<file path="src/rtl/tick_pkg.sv">
// Shared definitions for the tick divider: channel state encoding and
// the per-channel mode encoding used on the one-shot select input.
package tick_pkg;

  // Channel state. RUN and PAUSE both count as "running" to the outside.
  typedef enum logic [1:0] {
    ST_IDLE  = 2'd0,
    ST_RUN   = 2'd1,
    ST_PAUSE = 2'd2
  } tick_state_t;

  // Mode encoding for the one-shot select input.
  localparam logic MODE_PERIODIC = 1'b0;
  localparam logic MODE_ONESHOT  = 1'b1;

  // Limits on the number of channels the top level accepts.
  localparam int MIN_CHANNELS = 1;
  localparam int MAX_CHANNELS = 16;

  // True when a channel in the given state is reported as running.
  function automatic logic state_is_running(input tick_state_t st);
    return (st == ST_RUN) || (st == ST_PAUSE);
  endfunction

endpackage

</file>
<file path="src/rtl/tick_channel.sv">
// One independent tick channel: IDLE/RUN/PAUSE state machine plus a
// down-counter. The first tick lands N edges after the edge that samples
// start, and then every N cycles while periodic. The divider value is only
// sampled on start and at each reload, so a change never shortens or
// stretches the period already in progress.
module tick_channel
  import tick_pkg::*;
#(
  parameter int p_width = 26
) (
  input  logic               clk,
  input  logic               rst,
  input  logic [p_width-1:0] div,
  input  logic               oneshot,
  input  logic               start,
  input  logic               stop,
  input  logic               clear,
  output logic               tick,
  output logic               running,
  output logic               tick_next
);

  tick_state_t        state  = ST_IDLE;
  logic [p_width-1:0] cnt    = '0;
  logic               tick_q = 1'b0;

  logic div_zero;
  logic cnt_zero;
  logic reload_idle;
  logic fire;

  assign div_zero    = (div == '0);
  assign cnt_zero    = (cnt == '0);
  // At a reload edge the channel drops to IDLE in one-shot mode or when
  // the freshly sampled divider is zero (no valid period to reload).
  assign reload_idle = (oneshot == MODE_ONESHOT) || div_zero;

  // A tick is produced only from RUN at terminal count when nothing of
  // higher priority (clear, stop, restart) claims this edge; a stop here
  // leaves cnt at zero so the tick is emitted after the pause instead.
  always_comb begin
    fire = 1'b0;
    if (state == ST_RUN && cnt_zero && !clear && !stop && !start) begin
      fire = 1'b1;
    end
  end

  // Next-cycle tick value, exposed so the top can register the OR of all
  // channels in the same cycle as the individual tick outputs.
  assign tick_next = fire;

  // Channel state machine with priority reset > clear > stop > start > count.
  always_ff @(posedge clk) begin
    if (rst || clear) begin
      state  <= ST_IDLE;
      cnt    <= '0;
      tick_q <= 1'b0;
    end else begin
      tick_q <= fire;
      case (state)
        ST_IDLE: begin
          // Stop high in IDLE has no effect beyond blocking a start.
          if (!stop && start && !div_zero) begin
            cnt   <= div - 1'b1;
            state <= ST_RUN;
          end
        end
        ST_RUN: begin
          if (stop) begin
            state <= ST_PAUSE;
          end else if (start) begin
            if (!div_zero) begin
              cnt <= div - 1'b1;
            end else begin
              cnt   <= '0;
              state <= ST_IDLE;
            end
          end else if (cnt_zero) begin
            if (reload_idle) begin
              cnt   <= '0;
              state <= ST_IDLE;
            end else begin
              cnt <= div - 1'b1;
            end
          end else begin
            cnt <= cnt - 1'b1;
          end
        end
        ST_PAUSE: begin
          // Resume with the frozen count; a start is not needed and is
          // not treated as a restart while paused.
          if (!stop) begin
            state <= ST_RUN;
          end
        end
        default: begin
          cnt   <= '0;
          state <= ST_IDLE;
        end
      endcase
    end
  end

  assign tick    = tick_q;
  assign running = state_is_running(state);

endmodule

</file>
<file path="src/rtl/tick_divider.sv">
// Multi-channel tick divider. Each channel is an independent tick_channel;
// the top only fans the per-channel buses out and registers the combined
// "any channel ticked" flag aligned with the individual tick outputs.
module tick_divider
  import tick_pkg::*;
#(
  parameter int p_channels = 4,
  parameter int p_width    = 26
) (
  input  logic                                i_clk,
  input  logic                                i_rst,
  input  logic [p_channels-1:0][p_width-1:0]  i_div,
  input  logic [p_channels-1:0]               i_oneshot,
  input  logic [p_channels-1:0]               i_start,
  input  logic [p_channels-1:0]               i_stop,
  input  logic [p_channels-1:0]               i_clear,
  output logic [p_channels-1:0]               o_tick,
  output logic [p_channels-1:0]               o_running,
  output logic                                o_any_tick
);

  logic [p_channels-1:0] tick_next;
  logic                  any_q = 1'b0;

  // One channel instance per bit of the per-channel buses.
  for (genvar g = 0; g < p_channels; g++) begin : g_ch
    tick_channel #(
      .p_width (p_width)
    ) u_ch (
      .clk       (i_clk),
      .rst       (i_rst),
      .div       (i_div[g]),
      .oneshot   (i_oneshot[g]),
      .start     (i_start[g]),
      .stop      (i_stop[g]),
      .clear     (i_clear[g]),
      .tick      (o_tick[g]),
      .running   (o_running[g]),
      .tick_next (tick_next[g])
    );
  end

  // Register the OR of the next-cycle ticks so the flag lines up with o_tick.
  always_ff @(posedge i_clk) begin
    if (i_rst) begin
      any_q <= 1'b0;
    end else begin
      any_q <= |tick_next;
    end
  end

  assign o_any_tick = any_q;

endmodule
</file>
<file path="config.mk">
export PLATFORM = sky130hd
export DESIGN_NAME = tick_divider
export DESIGN_NICKNAME = d
export VERILOG_FILES = /design/src/rtl/tick_pkg.sv /design/src/rtl/tick_channel.sv /design/src/rtl/tick_divider.sv
export SDC_FILE = /design/constraint.sdc
export NUM_CORES = 1
export LEC_CHECK = 0
export ABC_AREA = 1
export BUFFER_PORTS_ARGS = -buffer_cell sky130_fd_sc_hd__clkbuf_2
export CORE_MARGIN = 2
export CORE_UTILIZATION = 45
export CTS_CLUSTER_SIZE = 28
export DETAILED_ROUTE_END_ITERATION = 16
export PLACE_DENSITY_LB_ADDON = 0.25
export SYNTH_ARGS = -nofsm -noshare
export SYNTH_HDL_FRONTEND = slang
export SYNTH_HIERARCHICAL = 1
export SYNTH_SLANG_ARGS = --single-unit
</file>
<file path="constraint.sdc">
create_clock -name i_clk -period 1.9 [get_ports i_clk]
set_input_delay 0.19 -clock i_clk [delete_from_list [all_inputs] [get_ports i_clk]]
set_output_delay 0.19 -clock i_clk [all_outputs]
set_load 0.01 [all_outputs]
</file>
## Word level (Yosys, flattened, before mapping)

Index checks and enable logic that the tools add are counted.

- Register bits: 117
- Input port bits: 122
- Output and inout port bits: 9
- Logic and storage cells: 194

- $add $sub $neg: 8
- Equal/unequal tests: 32
- Muxes and demuxes: 64
- Bitwise logic cells: 4
- Reduce and logical (&&, ||, !) cells: 73

Operator list:

| operator | number |
|---|---|
| 26-bit two-way mux | 24 |
| 26-bit case mux with 3 select lines | 4 |
| 26-bit zero test | 8 |
| 26-bit by 1-bit subtractor with 26-bit output, second input constant | 8 |
| 2-bit two-way mux | 28 |
| 4-bit by 3-bit inequality test with 1-bit output, second input constant | 12 |
| 1-bit logical AND | 24 |
| 2-bit case mux with 3 select lines | 4 |
| 5-bit AND reduction | 4 |
| 1-bit zero test | 16 |
| 2-bit inequality test, second input constant | 8 |
| 1-bit logical OR | 12 |
| 3-bit AND reduction | 4 |
| 2-bit by 1-bit == test with 1-bit output, second input constant | 4 |
| 2-bit == test, second input constant | 4 |
| 2-bit zero test | 4 |
| 2-bit by 1-bit inequality test with 1-bit output, second input constant | 4 |
| 1-bit two-way mux | 4 |
| 1-bit NOT | 4 |
| 4-bit OR reduction | 1 |

## Depth between registers and ports, before layout

Gate-level depths: netlist of run 1.

- Depth in word-level cells: 7
- Mapped depth: 14
- Depth with buffers taken out: 14

## By module

The synthesis of run 1 kept the hierarchy.

By module, submodules not included:

| module | times used | cells an instance | area an instance (um^2) |
|---|---|---|---|
| tick_channel (g_ch[0].u_ch ...) | 2 | 552 | 3229.3 |
| tick_channel (g_ch[2].u_ch) | 1 | 556 | 3288.2 |
| tick_channel (g_ch[3].u_ch) | 1 | 575 | 3263.1 |
| tick_divider | 1 | 4 | 32.5 |

## Worst setup path before layout of run 1

Ideal clock, no wire load.

- Kind: register to register
- From: register g_ch[2].u_ch.cnt[0]
- To: register g_ch[2].u_ch.cnt[11]
- Arrival time: 1684 ps
- Required time: 1834 ps
- Setup slack: 149 ps
- Stages on the path, launching flop included: 14
- Path buffers: 1
- Clock period less this slack: 1751 ps
- Cells stage by stage: dfxtp_1 inv_1 ha_1 nand3_2 nor2_4 nand4_4 nor2_8 nand2_2 nand2_2 nand2_2 nand2_4 buf_12 nand2_4 a21oi_2

- Longest elaborated chain between the ends: 5
- Elaborated cells on any way between the ends: 6
- Those cells by class: add/sub (1); mux (4); reduce/logical (1)

Ends and longest elaborated chain:

| what | RTL line | text |
|---|---|---|
| from (decl) | tick_channel.sv:24 | `logic [p_width-1:0] cnt = '0;` |
| from (signal assigned) | tick_channel.sv:64 | `cnt <= div - 1'b1;` |
| from (signal assigned) | tick_channel.sv:73 | `cnt <= div - 1'b1;` |
| from (signal assigned) | tick_channel.sv:83 | `cnt <= div - 1'b1;` |
| 26-bit by 1-bit subtractor with 26-bit output or 26-bit zero test (tied branches) | tick_channel.sv:86, tick_channel.sv:33 |  |
| 26-bit two-way mux * | tick_channel.sv:78 | `end else if (cnt_zero) begin` |
| 26-bit two-way mux * | tick_channel.sv:71 | `end else if (start) begin` |
| 26-bit two-way mux * | tick_channel.sv:69 | `if (stop) begin` |
| 26-bit case mux with 3 select lines * | tick_channel.sv:60 | `case (state)` |

Every way passes the cells marked *; elsewhere a longest branch is shown, timed or not. The select of a mux whose other input is x is not followed.
A chain may end at the register's enable or synchronous reset.

## Worst setup path after layout of run 1

- From: register g_ch[1].u_ch.cnt[17]
- To: register g_ch[1].u_ch.cnt[6]

- Longest elaborated chain between the ends: 5

Ends and longest elaborated chain:

| what | RTL line | text |
|---|---|---|
| from (decl) | tick_channel.sv:24 |  |
| from (signal assigned) | tick_channel.sv:64 |  |
| from (signal assigned) | tick_channel.sv:73 |  |
| from (signal assigned) | tick_channel.sv:83 |  |
| 26-bit zero test | tick_channel.sv:33 | `assign cnt_zero = (cnt == '0);` |
| 26-bit two-way mux | tick_channel.sv:78 |  |
| 26-bit two-way mux | tick_channel.sv:71 |  |
| 26-bit two-way mux | tick_channel.sv:69 |  |
| 26-bit case mux with 3 select lines | tick_channel.sv:60 |  |

Every way passes these cells. The select of a mux whose other input is x is not followed.

==> results by stage, run 1 <==
Worst setup path:
- The maximum fanout count along the critical path is 7.
- The reg-to-reg critical path startpoint is g_ch[1].u_ch/cnt[17]$_SDFFE_PP0P_.
- The register-to-register path setup slack is 0.03 ns.
- The worst setup path is of the reg2reg kind.
- The startpoint class of the critical path is a register.
- STA puts the critical path data arrival time at approximately 2.2 ns.
- The required time at the worst-slack endpoint is 2.25 ns.
- Counting cells, the worst reg-to-reg path comes to 12.
- The endpoint identified for the worst register-to-register timing path is g_ch[1].u_ch/cnt[6]$_SDFFE_PP0P_.
- The endpoint kind of the worst setup timing path is a register.

Detailed routing:
- For this block, the routed nets add up to about 43000 um of wire.
- The via count is about 15000.
- In the final routed layout, each cell accounts on average for ~15 um.
- The post-route DRC violation count is 0.
- The count of antenna-violating nets left after detailed routing is 0.
- The detail-routed via count per cell is 5.26.
- For this block, the initial DRC count from the detailed router was around 1200.
- The first-pass iteration count of the detailed router is 8.

Hold path:
- Along the worst hold path, the cell count comes to 4.
- In this run the most critical hold path is launched from i_div[78].
- The kind of path behind the tightest hold check is in2reg.
- For hold timing, the worst endpoint is g_ch[3].u_ch/cnt[0]$_SDFFE_PP0P_.

CTS:
- The number of buffers created by CTS is 17.
- The quantity of hold-fixing buffers added after cts is 0.
- The clock tree synthesis step divided the H-tree into 4 levels.
- Clock-pin slew was measured on the worst setup and hold paths at approximately 0.060 ns.
- At the later pin of the worst-skew pair, clock insertion delay measures 0.43 ns.
- The cell sitting at the root of the clock tree is a sky130_fd_sc_hd__clkbuf_16.
- The worst-case clock buffer depth is 2.
- CTS saw 117 sinks.
- TritonCTS built the clock tree.

Floorplan:
- The effective utilization at floorplan is a little under half.
- The floorplan step defined a die boundary enclosing between 0.03 and 0.04 mm2.
- The die height is 174 um.
- The die span in x is around 170 um.
- approximately 130 I/O pins were placed.
- The region available for standard cell placement spans roughly 0.029 mm2.
- The cell row count is 62.

Power and ir drop:
- The clock share of power is ~29%.
- The combinational power share is between 40% and 50%.
- The internal portion of the total power is between 6000 and 7000 uW.
- Sequential cells burn roughly 24% of the power.
- Across the VDD grid, the largest voltage drop is approximately 0.00057 V.
- The power density of the placed cells is ~730 mW/mm2.
- The static leakage power is slightly below 0.008 uW.
- The fraction of power spent switching nets is around two fifths.
- In this run the power spent charging and discharging nets is roughly 4800 uW.

Synth:
- The total nets after synthesis is between 2000 and 2500.
- The number of library cell types mapped by synthesis is 44.
- Yosys printed 6 warnings.
- The cell area after synthesis is 0.0130 mm2.
- Summing the areas of all xor and xnor instances in the mapped netlist gives under 10% of the synthesized area.
- The synthesized design contains roughly 120 register bits.
- The combinational family with the most area after synthesis is simple AND/OR/NAND/NOR gates.
- Summing the areas of all fa, ha and maj instances in the mapped netlist gives under 10% of the synthesized area.
- Of the post-synthesis cell area, the part taken by muxes is 0%.
- The simple-gate share of the synthesized area is 45.2%.
- The mean area per synthesized cell is 5.83 um2.
- Synthesis produced a netlist whose cell count is between 2000 and 2500.
- Summing the sequential cell areas from Yosys gives between 10% and 20% of the chip area.
- Summing the areas of all compound-gate instances in the mapped netlist gives 15.5% of the synthesized area.

Finish:
- The fraction of layout instances using a drive strength above 1 is 23.0%.
- The filler-free cell count of the finished design is about 2900.
- 0 antenna diodes ended up in the layout.
- The net count reported at finish is 2634.
- The synthesis-to-layout area growth is 23.0%.
- With fillers left out, the area of the finished cells amounts to between 0.015 and 0.02 mm2.

GRT:
- The global router's overall resource usage is 27.8%.
- Entering global routing, the biggest net connects 39 pins.
- The number of global-route vias before repair came to 14300.
- The first global-routing pass estimated around 70000 um of wire.
- The initial antenna violation count came to 0.
- Summed over all layers, the global routing overflow is 0.

Timing:
- The maximum clock frequency is approximately 540 MHz.
- Hold is met by between 0.1 and 0.15 ns.
- Setup violations remaining at the end of the flow were counted as 0.
- The number of hold violations in the final report is 0.
- The clock tree skew after final layout is approximately 0.013 ns.
- Setup repair after global routing could not meet its margin everywhere.
- The minimum clock period is 1.87 ns.
- After layout, the worst path uses between 90% and 100% of the clock period.
- The transition time of the tightest slew-check pin is around 0.54 ns.
- The relative slew slack is approximately 64%.
- The max-slew violation total from the final report is 0.

Placement:
- The placed instances occupy a cell area of approximately 0.015 mm2.
- After detailed placement, the design holds a cell count of approximately 2800.
- The weighted congestion at the end of routability-driven global placement is approximately 0.94.
- The number of port buffers is between 100 and 150.
- Summed over all nets, the half-perimeter wirelength after detailed placement is roughly 33000 um.

Run status:
- The flow ran to the end, and the final reports show no timing, DRC or antenna violations.

Flow run:
- Max-cap violations in this run came to 0.
==> layout by cell type, fill, tap and decap left out, types with 41 or more instances in the layout <==
cell and count:
sky130_fd_sc_hd__nand2_1 556, sky130_fd_sc_hd__a21oi_1 159, sky130_fd_sc_hd__o21ai_0 116, sky130_fd_sc_hd__dfxtp_1 116, sky130_fd_sc_hd__xor2_1 92, sky130_fd_sc_hd__clkbuf_2 130
sky130_fd_sc_hd__nand2_2 52, sky130_fd_sc_hd__inv_1 220, sky130_fd_sc_hd__buf_4 139, sky130_fd_sc_hd__xnor2_1 46, sky130_fd_sc_hd__a21oi_2 41, sky130_fd_sc_hd__nand3_1 130
sky130_fd_sc_hd__nor2_1 355, sky130_fd_sc_hd__nor2_2 61
==> critical path, cell delays in order, from the launching register on <==
cell and delay, ns:
sky130_fd_sc_hd__dfxtp_1 0.34, sky130_fd_sc_hd__nor2_2 0.19, sky130_fd_sc_hd__nand2_2 0.11, sky130_fd_sc_hd__nor2_4 0.18, sky130_fd_sc_hd__nand4_4 0.15, sky130_fd_sc_hd__nor2_4 0.14, sky130_fd_sc_hd__nand2_1 0.07, sky130_fd_sc_hd__nand2_2 0.08
sky130_fd_sc_hd__nand2_1 0.08, sky130_fd_sc_hd__nand2_4 0.12, sky130_fd_sc_hd__clkbuf_16 0.16, sky130_fd_sc_hd__nand2_1 0.05, sky130_fd_sc_hd__a21oi_1 0.12
==> cell usage after synthesis <==
library cell,n,area share [%]
sky130_fd_sc_hd__nand2_1,569,16
sky130_fd_sc_hd__nor2_1,365,11
sky130_fd_sc_hd__inv_1,229,6.6
sky130_fd_sc_hd__a21oi_1,165,6.3
sky130_fd_sc_hd__nand3_1,131,5.0
sky130_fd_sc_hd__dfxtp_1,117,18
sky130_fd_sc_hd__o21ai_0,116,4.5
sky130_fd_sc_hd__xor2_1,92,6.2
sky130_fd_sc_hd__nor2_2,66,3.2
sky130_fd_sc_hd__xnor2_1,46,3.1
sky130_fd_sc_hd__nand2_2,42,2.0
sky130_fd_sc_hd__nand4_1,36,1.7
sky130_fd_sc_hd__o21ai_1,36,1.4
sky130_fd_sc_hd__a21oi_2,35,2.4
sky130_fd_sc_hd__ha_1,24,2.3
sky130_fd_sc_hd__nor3_1,21,0.81
sky130_fd_sc_hd__clkbuf_1,20,0.58
sky130_fd_sc_hd__nor2_4,19,1.6
sky130_fd_sc_hd__buf_2,16,0.61
sky130_fd_sc_hd__nand2_4,13,1.1
sky130_fd_sc_hd__buf_6,12,1.0
sky130_fd_sc_hd__inv_2,9,0.26
sky130_fd_sc_hd__nand3_2,8,0.61
sky130_fd_sc_hd__nand4_2,6,0.58
sky130_fd_sc_hd__or2_2,6,0.29
sky130_fd_sc_hd__a21boi_0,4,0.23
sky130_fd_sc_hd__a21o_1,4,0.23
sky130_fd_sc_hd__nand3b_1,4,0.23
sky130_fd_sc_hd__o2111ai_1,4,0.27
sky130_fd_sc_hd__o21bai_1,3,0.17
sky130_fd_sc_hd__and2_1,2,0.096
sky130_fd_sc_hd__buf_4,2,0.12
sky130_fd_sc_hd__buf_8,2,0.23
sky130_fd_sc_hd__clkbuf_2,2,0.077
sky130_fd_sc_hd__nand3_4,2,0.27
sky130_fd_sc_hd__nand4_4,2,0.33
sky130_fd_sc_hd__nor2_8,2,0.31
sky130_fd_sc_hd__buf_1,1,0.029
sky130_fd_sc_hd__buf_12,1,0.15
sky130_fd_sc_hd__inv_4,1,0.048
sky130_fd_sc_hd__nor3_2,1,0.077
sky130_fd_sc_hd__o211ai_1,1,0.058
sky130_fd_sc_hd__o31ai_1,1,0.058
sky130_fd_sc_hd__or2_0,1,0.048
==> what timing repair did <==
| item | in CTS | in global routing |
|---|---|---|
| gates cloned | 0 | 5 |
| setup buffers | 1 | 12 |
| resized for setup | 7 | 66 |
| setup endpoints to repair | 35 | 99 |
| pin swaps | 1 | 21 |
==> cell families (layout without fill, tap and decap cells) <==
group,Yosys count,count (layout)
buffers and inverters,295,552
adder cells (fa/ha/maj),24,24
flip-flops,117,117
AND/OR/NAND/NOR,1296,1298
XOR/XNOR,138,138
AO/OA/AOI/OAI,369,369
==> how the worst max path moves through the flow <==
stage | startpoint | end | slack [ns] | depth (start not counted)
global route | g_ch[1].u_ch/cnt[19]$_SDFFE_PP0P_ | g_ch[1].u_ch/cnt[9]$_SDFFE_PP0P_ | -0.06 | 12
finish | g_ch[1].u_ch/cnt[17]$_SDFFE_PP0P_ | g_ch[1].u_ch/cnt[6]$_SDFFE_PP0P_ | 0.03 | 12
CTS | g_ch[3].u_ch/cnt[0]$_SDFFE_PP0P_ | g_ch[3].u_ch/cnt[2]$_SDFFE_PP0P_ | 0.0009 | 13
floorplan | g_ch[2].u_ch/cnt[0]$_SDFFE_PP0P_ | g_ch[2].u_ch/cnt[11]$_SDFFE_PP0P_ | 0.15 | 13
detailed placement | g_ch[2].u_ch/cnt[0]$_SDFFE_PP0P_ | g_ch[2].u_ch/cnt[19]$_SDFFE_PP0P_ | -0.19 | 11
global placement | g_ch[2].u_ch/cnt[0]$_SDFFE_PP0P_ | g_ch[2].u_ch/cnt[19]$_SDFFE_PP0P_ | -0.18 | 11
==> metrics by stage <==
stage | setup WS, ns | TNS (ns) | total power [uW] | util, %
2_1_floorplan | 0.149 | 0 | 6370 | -
3_3_place_gp | -0.182 | -1.24 | 7850 | 52.4
3_5_place_dp | -0.186 | -2.03 | 7900 | 52.4
4_1_cts | 0.000857 | 0 | 11300 | 54.5
5_1_grt | -0.0571 | -0.498 | 12400 | 56.0
6_report | 0.0312 | 0 | 11700 | 56.0
==> power groups by stage <==
stage                     registers (uW)  clock network, uW  logic (uW)
final                               2820               3360        5490
after global placement              2850                  0        5000
after detailed placement            2850                  0        5050
after CTS                           2800               3400        5110
after global routing                2840               3510        6060
after floorplan                     2820                  0        3550
==> per-layer routing <==
metal  vias up  wire length, um  global-route usage [%]  part of all wire [%]
li1       7652                -                       -                     -
met1      6855            19500                    37.2                    45
met2       571            19800                    45.7                    46
met3        88             2920                    4.40                   6.7
met4         0             1080                    8.82                   2.5
met5         -                0                       0                     0
==> cell type report <==
cell class                 count  area [um2]
clock buffer                  20         457
timing repair buffer         284        2000
sequential                   117        2340
tap                          384         480
multi-input combinational   1829        9730
inverter                     239         900
clock inverter                 9         130
fill                        2894       12600
==> state kept, by name (all words and copies together), names as in the netlist <==
name	cells
o_any_tick	1
g_ch.u_ch/tick	4
g_ch.u_ch/cnt	104
g_ch.u_ch/state	8
Power figures use the tool's default switching activity.
==> run 2: changes to the inputs <==
--- a/config.mk
+++ b/config.mk
@@ -8,7 +8,7 @@
 export ABC_AREA = 1
 export BUFFER_PORTS_ARGS = -buffer_cell sky130_fd_sc_hd__clkbuf_2
 export CORE_MARGIN = 2
-export CORE_UTILIZATION = 45
+export CORE_UTILIZATION = 40
 export CTS_CLUSTER_SIZE = 28
 export DETAILED_ROUTE_END_ITERATION = 16
 export PLACE_DENSITY_LB_ADDON = 0.25
==> run 2 against run 1 <==
Combinational power is 4.4% higher. Critical path depth up 2. Utilization decreased by 5.0 points. Global-route usage decreased by 2.3 points. Maximum frequency grew 1.2%. Die area rose by 12%.
==> results by stage, run 2 (synthesis gave the netlist of run 1 again) <==
Timing:
- The count of endpoints failing setup in the final report is 0 (unchanged).
- The maximum clock frequency is 541 MHz (was 535 MHz).
- The number of hold violations in the final report was 0 (unchanged).
- The final clock period utilization by the worst path is 97.2% (was 98.4%).
- The clock tree skew after final layout was 0.0126 ns (was 0.0130 ns).
- The max-slew violation total from the final report was 0 (unchanged).
- The relative slew slack is 62.8% (was 64.3%).
- Unrepaired setup endpoints after global routing: yes (unchanged).
- The transition time of the tightest slew-check pin is 0.558 ns (was 0.535 ns).
- The minimum clock period is 1.85 ns (was 1.87 ns).
- The final-layout worst hold slack is 0.0867 ns (was 0.105 ns).

GRT:
- The overflow left after global routing is 0 (unchanged).
- The met1 global-route usage came to 34.1% (was 37.2%).
- The busiest layer in global routing is met2 (unchanged).
- The number of global-route vias before repair is 14300 (about the same).
- The met2 routing resource usage after global routing is 42.8% (was 45.7%).
- The initial antenna violation count is 0 (unchanged).
- The global router's overall resource usage was 25.5% (was 27.8%).
- The maximum number of pins on one net before global-route repair is 39 (unchanged).
- The global routing met3 resource utilization came to 3.50% (was 4.40%).
- The first-pass GRT wire length came to 70300 um (was 70000 um).

Floorplan:
- The die area was 0.0341 mm2 (was 0.0304 mm2).
- The area inside the core boundary is 0.0323 mm2 (was 0.0286 mm2).
- The die span in x is 185 um (was 174 um).
- The effective utilization at floorplan is 40.4% (was 45.6%).
- The count of pins on the block boundary is 131 (unchanged).
- The cell row count is 66 (was 62).
- The die height came to 185 um (was 174 um).

Detailed routing:
- The DRC violation total after the first TritonRoute iteration is 1327 (was 1208).
- The first-pass iteration count of the detailed router is 6 (was 8).
- The average wire per standard cell is 14.8 um (was 15.0 um).
- The post-route DRC violation count was 0 (unchanged).
- The via count is 15400 (was 15200).
- The total wire length after detailed routing is 44000 um (was 43400 um).
- The count of antenna-violating nets left after detailed routing is 0 (unchanged).
- The detail-routed via count per cell is 5.18 (was 5.26).

Finish:
- The flip-flop count of the largest register after layout came to 104 (unchanged).
- The fraction of layout instances using a drive strength above 1 came to 24.3% (was 23.0%).
- The register with the most flip-flops is g_ch.u_ch/cnt (unchanged).
- The number of diodes added for antenna fixing was 0 (unchanged).
- The synthesis-to-layout area growth was 26.3% (was 23.0%).
- The filler-free cell count of the finished design is 2969 (was 2882).
- Commonest cells after routing, fill and taps aside: sky130_fd_sc_hd__nand2_1, sky130_fd_sc_hd__nor2_1, sky130_fd_sc_hd__inv_1 (unchanged).
- The most frequent standard cell in the layout excluding fill and tap cells is sky130_fd_sc_hd__nand2_1 (unchanged).
- The net count reported at finish is 2660 (was 2634).

Worst setup path:
- The number of cells on the worst reg-to-reg path is 14 (was 12).
- The reg-to-reg critical path startpoint is g_ch[2].u_ch/cnt[1]$_SDFFE_PP0P_ (was g_ch[1].u_ch/cnt[17]$_SDFFE_PP0P_).
- The endpoint arrival time on the critical path was 2.21 ns (was 2.22 ns).
- The terminus of the critical flop-to-flop path is g_ch[2].u_ch/cnt[14]$_SDFFE_PP0P_ (was g_ch[1].u_ch/cnt[6]$_SDFFE_PP0P_).
- The critical path class was reg2reg (unchanged).
- The startpoint class of the critical path is a register (unchanged).
- The required time at the worst-slack endpoint was 2.26 ns (was 2.25 ns).
- The endpoint kind of the worst setup timing path is a register (unchanged).
- The register-to-register path setup slack is 0.05 ns (was 0.03 ns).
- The maximum fanout count along the critical path is 7 (unchanged).

CTS:
- The quantity of hold-fixing buffers added after cts was 0 (unchanged).
- The clock network latency to the later pin of the worst-skew pair is 0.43 ns (about the same).
- The CTS tree is yes (unchanged).
- The H-tree depth is 4 (unchanged).
- The number of buffers created by CTS is 17 (unchanged).
- The CTS clock-pin slew for the worst setup and hold paths is 0.06 ns (about the same).
- The worst-case clock buffer depth is 2 (unchanged).
- The total number of clock tree sinks was 117 (unchanged).
- The root cell of the clock tree was sky130_fd_sc_hd__clkbuf_16 (unchanged).

Placement:
- The final HPWL from detailed placement is 33700 um (was 33100 um).
- The weighted congestion at the end of routability-driven global placement is 0.930 (was 0.944).
- The number of port buffers is 130 (unchanged).
- The total placed cells including tap cells is 2906 (was 2835).

Run status:
- Result of the run: finished, final reports clean (unchanged).

Hold path:
- The count of cells along the worst hold path is 4 (unchanged).
- The kind of path behind the tightest hold check is in2reg (unchanged).
- The end point of the most critical hold path is g_ch[0].u_ch/tick$_SDFF_PP0_ (was g_ch[3].u_ch/cnt[0]$_SDFFE_PP0P_).
- The start point of the worst hold path is i_clear[0] (was i_div[78]).

Power and ir drop:
- The worst voltage drop across the vdd grid is 0.000627 V (was 0.000568 V).
- The static leakage power is 0.00809 uW (was 0.00790 uW).
- The power density of the placed cells is 742 mW/mm2 (was 728 mW/mm2).

Flow run:
- The max capacitance violation total is 0 (unchanged).
run 2: cell count changes in the layout (fill, tap and decap cells not counted), sizes merged:
cell      change
clkbuf        -2
nand2         -1
clkinv        +3
buf          +28
bufinv        +2
clkinvlp      -1
run 2: report_power, final:
part | switching, uW | internal [uW]
clock | 1320 | 2360
sequential | 194 | 2620
combinational | 3430 | 2300
run 2: routing by layer:
metal | part of all wire [%] | vias up | wire (um)
li1 | - | 7691 | -
met1 | 45 | 7035 | 19900
met2 | 46 | 569 | 20300
met3 | 6.7 | 74 | 2950
met4 | 2.1 | 0 | 938
met5 | 0 | - | 0
run 2: critical path: stages, from the launching register on:
cell and delay (ns):
sky130_fd_sc_hd__dfxtp_2 0.32, sky130_fd_sc_hd__inv_2 0.07, sky130_fd_sc_hd__ha_4 0.16, sky130_fd_sc_hd__nand3_4 0.09
sky130_fd_sc_hd__nor2_4 0.14, sky130_fd_sc_hd__nand4_4 0.12, sky130_fd_sc_hd__nor2_8 0.17, sky130_fd_sc_hd__buf_12 0.12
sky130_fd_sc_hd__nand2_4 0.04, sky130_fd_sc_hd__nand2_4 0.08, sky130_fd_sc_hd__nand2_4 0.06, sky130_fd_sc_hd__nand2_8 0.08
sky130_fd_sc_hd__buf_12 0.15, sky130_fd_sc_hd__nand2_4 0.06, sky130_fd_sc_hd__a21oi_2 0.10
run 2: worst max-delay path by stage:
| stage | from | endpoint | slack [ns] | depth (start not counted) |
|---|---|---|---|---|
| after floorplan | g_ch[2].u_ch/cnt[0]$_SDFFE_PP0P_ | g_ch[2].u_ch/cnt[11]$_SDFFE_PP0P_ | 0.15 | 13 |
| after global placement | g_ch[2].u_ch/cnt[0]$_SDFFE_PP0P_ | g_ch[2].u_ch/cnt[21]$_SDFFE_PP0P_ | -0.17 | 11 |
| after detailed placement | g_ch[2].u_ch/cnt[0]$_SDFFE_PP0P_ | g_ch[2].u_ch/cnt[19]$_SDFFE_PP0P_ | -0.22 | 11 |
| after CTS | g_ch[3].u_ch/cnt[0]$_SDFFE_PP0P_ | g_ch[3].u_ch/cnt[12]$_SDFFE_PP0P_ | 0.004 | 12 |
| after global routing | g_ch[0].u_ch/cnt[0]$_SDFFE_PP0P_ | g_ch[0].u_ch/cnt[8]$_SDFFE_PP0P_ | -0.06 | 13 |
| final | g_ch[2].u_ch/cnt[1]$_SDFFE_PP0P_ | g_ch[2].u_ch/cnt[14]$_SDFFE_PP0P_ | 0.05 | 14 |
run 2: per-stage QoR:
stage	setup WS (ns)	utilization [%]	power (uW)	instance area, um2	setup TNS [ns]
floorplan	0.149	-	6370	13000	0
global placement	-0.174	47.0	7900	15200	-1.17
detailed placement	-0.217	47.0	7960	15200	-2.59
CTS	0.00390	49.2	11700	15900	0
global route	-0.0612	51.0	13000	16500	-0.995
finish	0.0526	51.0	12200	16500	0
run 2: layout make-up:
class / count / area (um2)
Tap cell: 442 / 553
Fill cell: 3324 / 15800
Timing Repair Buffer: 311 / 2230
Multi-Input combinational cell: 1828 / 9790
Sequential cell: 117 / 2350
Clock buffer: 19 / 443
Inverter: 239 / 902
Clock inverter: 13 / 205
run 2: what timing repair did:
| action | CTS | global route |
|---|---|---|
| endpoints found under the setup margin | 58 | 100 |
| gates cloned | 1 | 2 |
| resized for setup | 10 | 89 |
| setup buffers | 2 | 26 |
| pin swaps | 2 | 30 |
| endpoints found under the hold margin | 0 | 0 |
==> run 3: changes to the inputs <==
--- a/config.mk
+++ b/config.mk
@@ -9,6 +9,7 @@
 export BUFFER_PORTS_ARGS = -buffer_cell sky130_fd_sc_hd__clkbuf_2
 export CORE_MARGIN = 2
 export CORE_UTILIZATION = 40
+export CTS_BUF_LIST = sky130_fd_sc_hd__clkbuf_8
 export CTS_CLUSTER_SIZE = 28
 export DETAILED_ROUTE_END_ITERATION = 16
 export PLACE_DENSITY_LB_ADDON = 0.25
==> run 3 against run 2 <==
Total power decreased by 7.1%. Final area decreased by 0.64%. Critical endpoint unchanged. Sequential share of layout area increased by 0.12 points. Critical path type unchanged. Global-route usage decreased by 0.12 points. Clock skew increased by 0.0073 ns.
==> results by stage, run 3 (synthesis gave the netlist of run 1 again) <==
Run status:
- Result of the run: finished, final reports clean (unchanged).

CTS:
- The number of buffers created by CTS was 17 (unchanged).
- The CTS clock-pin slew for the worst setup and hold paths is 0.08 ns (was 0.06 ns).
- The root cell of the clock tree is sky130_fd_sc_hd__clkbuf_8 (was sky130_fd_sc_hd__clkbuf_16).
- The H-tree depth is 4 (unchanged).
- The clock network latency to the later pin of the worst-skew pair is 0.45 ns (was 0.43 ns).
- The total number of clock tree sinks is 117 (unchanged).
- The quantity of hold-fixing buffers added after cts came to 0 (unchanged).
- The CTS tree is yes (unchanged).
- The worst-case clock buffer depth is 2 (unchanged).

Detailed routing:
- The detail-routed via count per cell came to 5.14 (was 5.18).
- The total wire length after detailed routing is 44100 um (was 44000 um).
- The post-route DRC violation count was 0 (unchanged).
- The via count is 15300 (was 15400).
- The count of antenna-violating nets left after detailed routing is 0 (unchanged).
- The DRC violation total after the first TritonRoute iteration is 1378 (was 1327).
- The first-pass iteration count of the detailed router came to 6 (unchanged).
- The average wire per standard cell is 14.8 um (about the same).

Worst setup path:
- The endpoint arrival time on the critical path is 2.24 ns (was 2.21 ns).
- The maximum fanout count along the critical path is 7 (unchanged).
- The startpoint class of the critical path is a register (unchanged).
- The critical path class is reg2reg (unchanged).
- The number of cells on the worst reg-to-reg path is 14 (unchanged).
- The endpoint kind of the worst setup timing path is a register (unchanged).
- The required time at the worst-slack endpoint is 2.28 ns (was 2.26 ns).

Finish:
- The storage element area is 0.00235 mm2 (about the same).
- The number of filler cells placed in the layout is 3361 (was 3324).
- The fraction of layout instances using a drive strength above 1 is 24.8% (was 24.3%).
- The number of diodes added for antenna fixing is 0 (unchanged).
- The register with the most flip-flops is g_ch.u_ch/cnt (unchanged).
- The area occupied by multi-input gates was 0.00982 mm2 (was 0.00979 mm2).
- The net count reported at finish came to 2666 (was 2660).
- The most frequent standard cell in the layout excluding fill and tap cells is sky130_fd_sc_hd__nand2_1 (unchanged).
- The synthesis-to-layout area growth came to 25.5% (was 26.3%).
- The flip-flop count of the largest register after layout came to 104 (unchanged).
- Commonest cells after routing, fill and taps aside: sky130_fd_sc_hd__nand2_1, sky130_fd_sc_hd__nor2_1, sky130_fd_sc_hd__inv_1 (unchanged).

GRT:
- The overflow left after global routing came to 0 (unchanged).
- The number of global-route vias before repair is 14200 (was 14300).
- The global router's overall resource usage was 25.4% (was 25.5%).
- The initial antenna violation count is 0 (unchanged).
- The first-pass GRT wire length is 70000 um (was 70300 um).
- The maximum number of pins on one net before global-route repair came to 39 (unchanged).

Flow run:
- The max capacitance violation total is 0 (unchanged).

Hold path:
- The kind of path behind the tightest hold check is in2reg (unchanged).
- The count of cells along the worst hold path is 4 (unchanged).

Timing:
- The relative slew slack was 62.9% (was 62.8%).
- The maximum clock frequency is 538 MHz (was 541 MHz).
- The transition time of the tightest slew-check pin is 0.556 ns (was 0.558 ns).
- The clock tree skew after final layout is 0.0200 ns (was 0.0126 ns).
- The worst-case setup margin in the final layout was 0.0396 ns (was 0.0526 ns).
- The minimum clock period is 1.86 ns (was 1.85 ns).
- The number of hold violations in the final report was 0 (unchanged).
- Unrepaired setup endpoints after global routing: yes (unchanged).
- The max-slew violation total from the final report was 0 (unchanged).
- The count of endpoints failing setup in the final report is 0 (unchanged).
- The final clock period utilization by the worst path is 97.9% (was 97.2%).

Floorplan:
- The cell row count is 66 (unchanged).
- The die area is 0.0341 mm2 (unchanged).
- The count of pins on the block boundary is 131 (unchanged).
- The effective utilization at floorplan came to 40.4% (unchanged).
- The die height is 185 um (unchanged).
- The die span in x is 185 um (unchanged).
- The area inside the core boundary is 0.0323 mm2 (unchanged).

Power and ir drop:
- The worst voltage drop across the vdd grid is 0.000366 V (was 0.000627 V).
- The static leakage power came to 0.00805 uW (was 0.00809 uW).
- The power density of the placed cells is 693 mW/mm2 (was 742 mW/mm2).
- The total power draw is 11300 uW (was 12200 uW).

Placement:
- The post-placement setup slack is -0.217 ns (unchanged).
- The number of port buffers is 130 (unchanged).
- The weighted congestion at the end of routability-driven global placement came to 0.930 (unchanged).
- The final HPWL from detailed placement came to 33700 um (unchanged).
## run 3: cell count changes in the layout (fill, tap and decap cells not counted), sizes merged
cell / before / now
inv: 239 / 240
buf: 179 / 184
## run 3: worst max-delay path, cell delays in order (launching register included)
cell	delay, ns
sky130_fd_sc_hd__dfxtp_2	0.33
sky130_fd_sc_hd__inv_2	0.07
sky130_fd_sc_hd__ha_4	0.16
sky130_fd_sc_hd__nand3_4	0.09
sky130_fd_sc_hd__nor2_4	0.14
sky130_fd_sc_hd__nand4_4	0.12
sky130_fd_sc_hd__nor2_8	0.17
sky130_fd_sc_hd__buf_12	0.12
sky130_fd_sc_hd__nand2_4	0.04
sky130_fd_sc_hd__nand2_4	0.08
sky130_fd_sc_hd__nand2_4	0.07
sky130_fd_sc_hd__nand2_8	0.09
sky130_fd_sc_hd__buf_12	0.15
sky130_fd_sc_hd__nand2_4	0.06
sky130_fd_sc_hd__a21oi_2	0.10
## run 3: cell type report
class	instances	area share, %
inverter	239	5.51
timing repair buffer	317	13.9
sequential	117	14.4
multi-input combinational	1828	60.0
tap	442	3.38
clock buffer	18	1.51
clock inverter	14	1.28
## run 3: report_power, final
group	switching [uW]	total (uW)	internal [uW]
sequential	196	2810	2620
clock	1180	2770	1590
combinational	3420	5760	2340
## run 3: what timing repair did
action	in CTS	in global routing
buffers inserted	2	30
resized for setup	9	98
gates cloned	1	4
pin swaps	2	32
endpoints found under the setup margin	53	101
## run 3: path summary, 6_finish.rpt
path	slack, ns	endpoint	start
worst min-delay path	0.06	g_ch[0].u_ch/tick$_SDFF_PP0_	i_clear[0]
worst max register to register	0.04	g_ch[2].u_ch/cnt[14]$_SDFFE_PP0P_	g_ch[2].u_ch/cnt[1]$_SDFFE_PP0P_
worst max-delay path	0.04	g_ch[2].u_ch/cnt[14]$_SDFFE_PP0P_	g_ch[2].u_ch/cnt[1]$_SDFFE_PP0P_
worst min register to register	0.54	g_ch[3].u_ch/cnt[1]$_SDFFE_PP0P_	g_ch[3].u_ch/cnt[1]$_SDFFE_PP0P_
## run 3: layer usage
metal	wire [um]	track usage, %	up-vias
met2	20300	42.5	569
met3	2910	2.94	63
met5	0	0	-
met1	20000	34.2	6951
li1	-	-	7704
met4	826	7.46	0
## run 3: through the flow
| step | util (%) | TNS, ns | area [um2] | hold WS, ns | instances |
|---|---|---|---|---|---|
| global route | 50.7 | -0.850 | 16400 | 0.0418 | 2975 |
| detailed placement | 47.0 | -2.59 | 15200 | 0.515 | 2906 |
| finish | 50.7 | 0 | 16400 | 0.0614 | 2975 |
| floorplan | - | 0 | 13000 | 0.259 | 2239 |
| global placement | 47.0 | -1.17 | 15200 | 0.514 | 2906 |
| CTS | 48.6 | 0 | 15700 | 0.0345 | 2941 |
